**config.mk**
```make
export PLATFORM = sky130hd
export DESIGN_NAME = hazard_ctrl_flat
export DESIGN_NICKNAME = d
export VERILOG_FILES = /design/src/rtl/hazard_if.sv /design/src/rtl/hazard_ctrl.sv /design/src/flat_wrapper.sv
export SDC_FILE = /design/constraint.sdc
export NUM_CORES = 1
export LEC_CHECK = 0
export BUFFER_PORTS_ARGS = -buffer_cell sky130_fd_sc_hd__buf_2
export CAP_MARGIN = 10
export CELL_PAD_IN_SITES_DETAIL_PLACEMENT = 0
export CELL_PAD_IN_SITES_GLOBAL_PLACEMENT = 1
export CORE_UTILIZATION = 26
export DETAILED_ROUTE_END_ITERATION = 12
export GPL_TIMING_DRIVEN = 1
export MAX_ROUTING_LAYER = met4
export PLACE_DENSITY = 0.76
export SLEW_MARGIN = 20
export SYNTH_ARGS = -nofsm -noshare
export SYNTH_HDL_FRONTEND = slang
export SYNTH_SLANG_ARGS = --single-unit
```
**constraint.sdc**
```tcl
create_clock -name clk -period 2.2 [get_ports clk]
set_clock_uncertainty 0.15 [all_clocks]
set_input_delay 0.11 -clock clk [delete_from_list [all_inputs] [get_ports clk]]
set_output_delay 0.11 -clock clk [all_outputs]
set_load 0.03 [all_outputs]
```
**src/rtl/hazard_if.sv**
```systemverilog
// hazard_if: stage register fields and control bits into the hazard controller, stall/forward/MD status back out.
interface hazard_if;
  logic [4:0]  rsD, rtD, rsE, rtE;
  logic [4:0]  WriteRegE, WriteRegM, WriteRegW;
  logic        RegWriteE, RegWriteM, RegWriteW;
  logic        MemtoRegE, MemtoRegM;
  logic        BranchD, MdUseD, MdStartE, MdIsDivE, CntClr;
  logic        StallF, StallD, FlushE;
  logic        ForwardAD, ForwardBD;
  logic [1:0]  ForwardAE, ForwardBE;
  logic        MdBusy;
  logic [31:0] StallCnt;
  modport master (
    output rsD, rtD, rsE, rtE, WriteRegE, WriteRegM, WriteRegW,
           RegWriteE, RegWriteM, RegWriteW, MemtoRegE, MemtoRegM,
           BranchD, MdUseD, MdStartE, MdIsDivE, CntClr,
    input  StallF, StallD, FlushE, ForwardAD, ForwardBD, ForwardAE, ForwardBE,
           MdBusy, StallCnt
  );
  modport slave (
    input  rsD, rtD, rsE, rtE, WriteRegE, WriteRegM, WriteRegW,
           RegWriteE, RegWriteM, RegWriteW, MemtoRegE, MemtoRegM,
           BranchD, MdUseD, MdStartE, MdIsDivE, CntClr,
    output StallF, StallD, FlushE, ForwardAD, ForwardBD, ForwardAE, ForwardBE,
           MdBusy, StallCnt
  );
endinterface

```
**src/rtl/hazard_ctrl.sv**
```systemverilog
// hazard_ctrl: MIPS 5-stage stall/flush/forward control plus mult/div busy FSM.
// Define HAZ_STALLCNT_EN to enable the StallCnt stall-cycle counter; otherwise StallCnt is 0.
module hazard_ctrl #(
  parameter int MUL_CYCLES = 4,
  parameter int DIV_CYCLES = 32
) (
  input logic     clk,
  input logic     rst,
  hazard_if.slave h
);
  localparam logic [0:0] IDLE = 1'b0, BUSY = 1'b1;
  localparam logic [5:0] MUL_LAST = 6'(MUL_CYCLES - 1), DIV_LAST = 6'(DIV_CYCLES - 1);
  logic [0:0] state;
  logic [5:0] cnt;
  logic       lwstall, branchstall, mdstall, stall;
  // r0 is hardwired zero, so a write to it never creates a dependency
  function automatic logic hit(input logic we, input logic [4:0] dst, input logic [4:0] src);
    return we && dst != 5'd0 && dst == src;
  endfunction
  assign h.ForwardAE = hit(h.RegWriteM, h.WriteRegM, h.rsE) ? 2'b10 :
                       hit(h.RegWriteW, h.WriteRegW, h.rsE) ? 2'b01 : 2'b00;
  assign h.ForwardBE = hit(h.RegWriteM, h.WriteRegM, h.rtE) ? 2'b10 :
                       hit(h.RegWriteW, h.WriteRegW, h.rtE) ? 2'b01 : 2'b00;
  assign h.ForwardAD = hit(h.RegWriteM, h.WriteRegM, h.rsD);
  assign h.ForwardBD = hit(h.RegWriteM, h.WriteRegM, h.rtD);
  assign lwstall = h.MemtoRegE && (hit(h.RegWriteE, h.WriteRegE, h.rsD) || hit(h.RegWriteE, h.WriteRegE, h.rtD));
  assign branchstall = h.BranchD && (hit(h.RegWriteE, h.WriteRegE, h.rsD) || hit(h.RegWriteE, h.WriteRegE, h.rtD) ||
                                     hit(h.MemtoRegM, h.WriteRegM, h.rsD) || hit(h.MemtoRegM, h.WriteRegM, h.rtD));
  assign mdstall = h.MdUseD && h.MdBusy;
  assign stall = lwstall | branchstall | mdstall;
  assign h.StallF = stall;
  assign h.StallD = stall;
  assign h.FlushE = stall;
  assign h.MdBusy = state == BUSY;
  // cnt holds the remaining busy cycles minus one, so BUSY lasts exactly N cycles
  always_ff @(posedge clk) begin
    if (rst) begin
      state <= IDLE;
      cnt   <= 6'd0;
    end else if (state == IDLE) begin
      if (h.MdStartE) begin
        state <= BUSY;
        cnt   <= h.MdIsDivE ? DIV_LAST : MUL_LAST;
      end
    end else if (cnt != 6'd0) begin
      cnt <= cnt - 6'd1;
    end else begin
      state <= IDLE;
    end
  end
`ifdef HAZ_STALLCNT_EN
  logic [31:0] stall_cnt;
  always_ff @(posedge clk) begin
    if (rst || h.CntClr) stall_cnt <= 32'd0;
    else if (stall) stall_cnt <= stall_cnt + 32'd1;
  end
  assign h.StallCnt = stall_cnt;
`else
  logic unused_cnt_clr;
  assign unused_cnt_clr = h.CntClr;
  assign h.StallCnt = 32'd0;
`endif
endmodule

```
**src/flat_wrapper.sv**
```systemverilog
// flat-port wrapper written by rule: the top's interface ports become plain ports
module hazard_ctrl_flat 
#(
  parameter int MUL_CYCLES = 4,
  parameter int DIV_CYCLES = 32
)
  (clk, rst, h_rsD, h_rtD, h_rsE, h_rtE, h_WriteRegE, h_WriteRegM, h_WriteRegW, h_RegWriteE, h_RegWriteM, h_RegWriteW, h_MemtoRegE, h_MemtoRegM, h_BranchD, h_MdUseD, h_MdStartE, h_MdIsDivE, h_CntClr, h_StallF, h_StallD, h_FlushE, h_ForwardAD, h_ForwardBD, h_ForwardAE, h_ForwardBE, h_MdBusy, h_StallCnt);
  hazard_if h_i ();
  input logic clk;
  input logic rst;
  input wire logic [$bits(h_i.rsD)-1:0] h_rsD;
  input wire logic [$bits(h_i.rtD)-1:0] h_rtD;
  input wire logic [$bits(h_i.rsE)-1:0] h_rsE;
  input wire logic [$bits(h_i.rtE)-1:0] h_rtE;
  input wire logic [$bits(h_i.WriteRegE)-1:0] h_WriteRegE;
  input wire logic [$bits(h_i.WriteRegM)-1:0] h_WriteRegM;
  input wire logic [$bits(h_i.WriteRegW)-1:0] h_WriteRegW;
  input wire logic [$bits(h_i.RegWriteE)-1:0] h_RegWriteE;
  input wire logic [$bits(h_i.RegWriteM)-1:0] h_RegWriteM;
  input wire logic [$bits(h_i.RegWriteW)-1:0] h_RegWriteW;
  input wire logic [$bits(h_i.MemtoRegE)-1:0] h_MemtoRegE;
  input wire logic [$bits(h_i.MemtoRegM)-1:0] h_MemtoRegM;
  input wire logic [$bits(h_i.BranchD)-1:0] h_BranchD;
  input wire logic [$bits(h_i.MdUseD)-1:0] h_MdUseD;
  input wire logic [$bits(h_i.MdStartE)-1:0] h_MdStartE;
  input wire logic [$bits(h_i.MdIsDivE)-1:0] h_MdIsDivE;
  input wire logic [$bits(h_i.CntClr)-1:0] h_CntClr;
  output wire logic [$bits(h_i.StallF)-1:0] h_StallF;
  output wire logic [$bits(h_i.StallD)-1:0] h_StallD;
  output wire logic [$bits(h_i.FlushE)-1:0] h_FlushE;
  output wire logic [$bits(h_i.ForwardAD)-1:0] h_ForwardAD;
  output wire logic [$bits(h_i.ForwardBD)-1:0] h_ForwardBD;
  output wire logic [$bits(h_i.ForwardAE)-1:0] h_ForwardAE;
  output wire logic [$bits(h_i.ForwardBE)-1:0] h_ForwardBE;
  output wire logic [$bits(h_i.MdBusy)-1:0] h_MdBusy;
  output wire logic [$bits(h_i.StallCnt)-1:0] h_StallCnt;
  assign h_i.rsD = h_rsD;
  assign h_i.rtD = h_rtD;
  assign h_i.rsE = h_rsE;
  assign h_i.rtE = h_rtE;
  assign h_i.WriteRegE = h_WriteRegE;
  assign h_i.WriteRegM = h_WriteRegM;
  assign h_i.WriteRegW = h_WriteRegW;
  assign h_i.RegWriteE = h_RegWriteE;
  assign h_i.RegWriteM = h_RegWriteM;
  assign h_i.RegWriteW = h_RegWriteW;
  assign h_i.MemtoRegE = h_MemtoRegE;
  assign h_i.MemtoRegM = h_MemtoRegM;
  assign h_i.BranchD = h_BranchD;
  assign h_i.MdUseD = h_MdUseD;
  assign h_i.MdStartE = h_MdStartE;
  assign h_i.MdIsDivE = h_MdIsDivE;
  assign h_i.CntClr = h_CntClr;
  assign h_StallF = h_i.StallF;
  assign h_StallD = h_i.StallD;
  assign h_FlushE = h_i.FlushE;
  assign h_ForwardAD = h_i.ForwardAD;
  assign h_ForwardBD = h_i.ForwardBD;
  assign h_ForwardAE = h_i.ForwardAE;
  assign h_ForwardBE = h_i.ForwardBE;
  assign h_MdBusy = h_i.MdBusy;
  assign h_StallCnt = h_i.StallCnt;
  hazard_ctrl #(.MUL_CYCLES(MUL_CYCLES), .DIV_CYCLES(DIV_CYCLES)) u_core (.clk(clk), .rst(rst), .h(h_i));
endmodule
```
==> run metrics <==
Synth warnings 0; Pwr Density 483 mW/mm²; Synth area leader buf_4; worst r2r src u_core.cnt[0]$_SDFFE_PP0P_; vias in the first global route roughly 1000; die area 0.00480 mm²; CP max stage cell a22oi_1; n_diodes 0; DRC viols 0; EDFF count, synth 0; Routed WL per cell 10.7 µm; die height 69.3 µm; Antenna Nets Post-Route 0; hold_ws between 100 and 150 ps; DIE WIDTH 69.3 µm; via/cell ratio 4.19; Crit Path Class flop to flop; Psw 0.285 mW; Seq/Total Area, Yosys 11.9%; crit path cell chain inv_1 > ha_1 > nor3b_2 > a22oi_1 > nand2b_1 > a21oi_1 > a211oi_1; largest net degree at the start of global routing 12; clock latency on the worst-skew pair 230 ps; Placer Congestion 0.837; DP Area ~0.0013 mm²; switching share of power 42.3%; clk buf depth 2; startpoint types flop; Synth Area per Inst 7.60 µm²; CTS Root Cell clkbuf_8; Worst setup EP type flop; Synth area leaders buf_4 (22%), xor2_1 (19%), dfxtp_1 (12%), xnor2_1 (10%), nand3_1 (3.0%); cell with the most instances after synthesis buf_4; Hold Violations, Final 0; Starting Density 27.0%; first-pass GRT wire length 4.66 mm; Ports 89; crit path max fanout 6; Clk pwr share 27.1%; Fmax 537 MHz; Final period util 84.7%; Hold Path End u_core.cnt[5]$_SDFFE_PP0P_; Clock Sinks 7; slowest stage delay, CP 430 ps; Post-Synthesis Cell Area 0.00118 mm²; Synth cell types 31; HPWL Detailed 2.42 mm; CTS tree yes; r2r worst-path depth 7; Final Max Tran Viols 0; port bufs 55; via count of the routed design 1078; Top Family by Delay on Critical Path compound AO/OA/AOI/OAI gates; 1st-iter DRT viols 27; most frequent cells after synthesis buf_4 (34), xor2_1 (26), xnor2_1 (14); Leakage Power 0.690 nW; Buf/Inv on CP 1; sequential share of power about a quarter; status completed; Clock transition at path regs 40 ps; Worst VDD drop between 0.00015 and 0.0002 V; max capacitance violation total 0; RSZ-0062 raised after global routing no; cts bufs inserted 3; H-tree depth 1; post-route minimum period roughly 1900 ps; Post-synth ARST share 0%; fraction of final layout cells sized beyond drive strength 1 29.8%; Seq cells post-synth 7; hold path cells 4; Worst EP arrival 1800 ps; routed wire length 2.75 mm; row cnt 24; Primary FF master, synth dfxtp_1; data required time of the critical path around 2100 ps; Area Overhead vs Synth 18.3%; TritonRoute pass-1 iters 6; final instance area roughly 0.0014 mm²; Setup violations, final 0; HP Class input pin to flop; flop2flop setup slack 340 ps; Hold Path Origin h_MdStartE; Combinational Power Share 48.2%; internal power 0.388 mW; Core ar. 0.00435 mm²; Remaining Overflow, GRT 0; post-synth top area share a little over a fifth; Mapped Cells 155; Total GRT Usage 12.2%; fin nets 254; initial antenna violation count 0; R2R Path End u_core.cnt[2]$_SDFFE_PP0P_
-- what timing repair did --
item | CTS | global route
endpoints found under the setup margin | 0 | 0
gates resized for setup | 0 | 0
hold buffers | 1 | 0
hold endpoints to repair | 6 | 0
setup buffers | 0 | 0
-- power by group through the flow --
stage	Sequential, mW	Combinational, mW	Clock, mW
6_report	0.166	0.325	0.183
5_1_grt	0.170	0.356	0.201
4_1_cts	0.166	0.325	0.186
3_5_place_dp	0.168	0.323	0
3_3_place_gp	0.169	0.319	0
2_1_floorplan	0.164	0.289	0
-- routing by layer --
layer / global-route usage, % / part of all wire [%]
met5: - / 0
met4: 2.27 / 1.1
met3: 4.22 / 6.7
met2: 20.1 / 47
met1: 14.4 / 45
-- placed cells by master, fill, tap and decap left out --
| master | synthesis | final |
|---|---|---|
| a211o_1 | 1 | 1 |
| clkbuf_1 | 0 | 1 |
| or2_2 | 1 | 1 |
| a311oi_1 | 2 | 2 |
| ha_1 | 1 | 1 |
| o21ai_0 | 2 | 2 |
| or4_1 | 4 | 4 |
| nor3_1 | 7 | 7 |
| nand2b_1 | 3 | 3 |
| nor2_1 | 5 | 5 |
| nand3_1 | 7 | 7 |
| nor3b_2 | 2 | 2 |
| dfxtp_1 | 7 | 7 |
| a21oi_1 | 5 | 5 |
| clkbuf_8 | 0 | 3 |
| nor2b_1 | 1 | 1 |
| a22oi_1 | 1 | 1 |
| inv_1 | 4 | 4 |
| xnor2_1 | 14 | 14 |
| a31oi_1 | 1 | 1 |
| conb_1 | 1 | 32 |
| xor2_1 | 26 | 26 |
| or3_1 | 1 | 1 |
| nor4_1 | 4 | 4 |
| and2_0 | 1 | 1 |
| o221ai_1 | 1 | 1 |
| o211a_1 | 1 | 1 |
| dlygate4sd3_1 | 0 | 1 |
| a211oi_1 | 3 | 3 |
| nand2_1 | 8 | 8 |
| buf_2 | 5 | 55 |
-- cell families after synthesis --
group	synth area share [%]
AO/OA/AOI/OAI	9.88
buffers and inverters	26.5
XOR/XNOR	29.8
other	0.319
flip-flops	11.9
AND/OR/NAND/NOR	20.6
adder cells (fa/ha/maj)	1.06
-- tightest hold or removal path, cell delays in order --
cell,delay [ps]
buf_2,80
or2_2,100
o211a_1,140
nor3_1,40
-- flip-flops by register name, indices dropped and copies added (netlist names) --
signal	flops
u_core.h.MdBusy	1
u_core.cnt	6
-- per-stage QoR --
stage	cells	TNS, ps	setup slack (ps)	power, mW	util, %
global placement	252	0	374	0.487	30.7
global route	257	0	185	0.727	32.0
detailed placement	252	0	325	0.491	30.7
CTS	257	0	333	0.677	32.0
finish	257	0	338	0.673	32.0
floorplan	186	-113	-56.6	0.453	-
-- worst max path at each step --
stage	startpoint	to	slack, ps	depth (start not counted)
4_1_cts	u_core.cnt[0]$_SDFFE_PP0P_	u_core.cnt[4]$_SDFFE_PP0P_	330	7
2_1_floorplan	h_WriteRegM[0]	h_ForwardAE[0]	-60	6
6_report	u_core.cnt[0]$_SDFFE_PP0P_	u_core.cnt[2]$_SDFFE_PP0P_	340	7
5_1_grt	u_core.cnt[0]$_SDFFE_PP0P_	u_core.cnt[2]$_SDFFE_PP0P_	180	7
3_3_place_gp	u_core.cnt[0]$_SDFFE_PP0P_	u_core.cnt[4]$_SDFFE_PP0P_	370	7
3_5_place_dp	u_core.cnt[0]$_SDFFE_PP0P_	u_core.cnt[2]$_SDFFE_PP0P_	320	7
-- final cells by class --
type                       count  area (µm²)
clock buffer                   4        45.0
fill                         472        2960
inverter                       4        15.0
multi-input combinational    134         842
sequential                     7         140
tap                           52        65.1
timing repair buffer          56         285
Power figures use the tool's default switching activity.
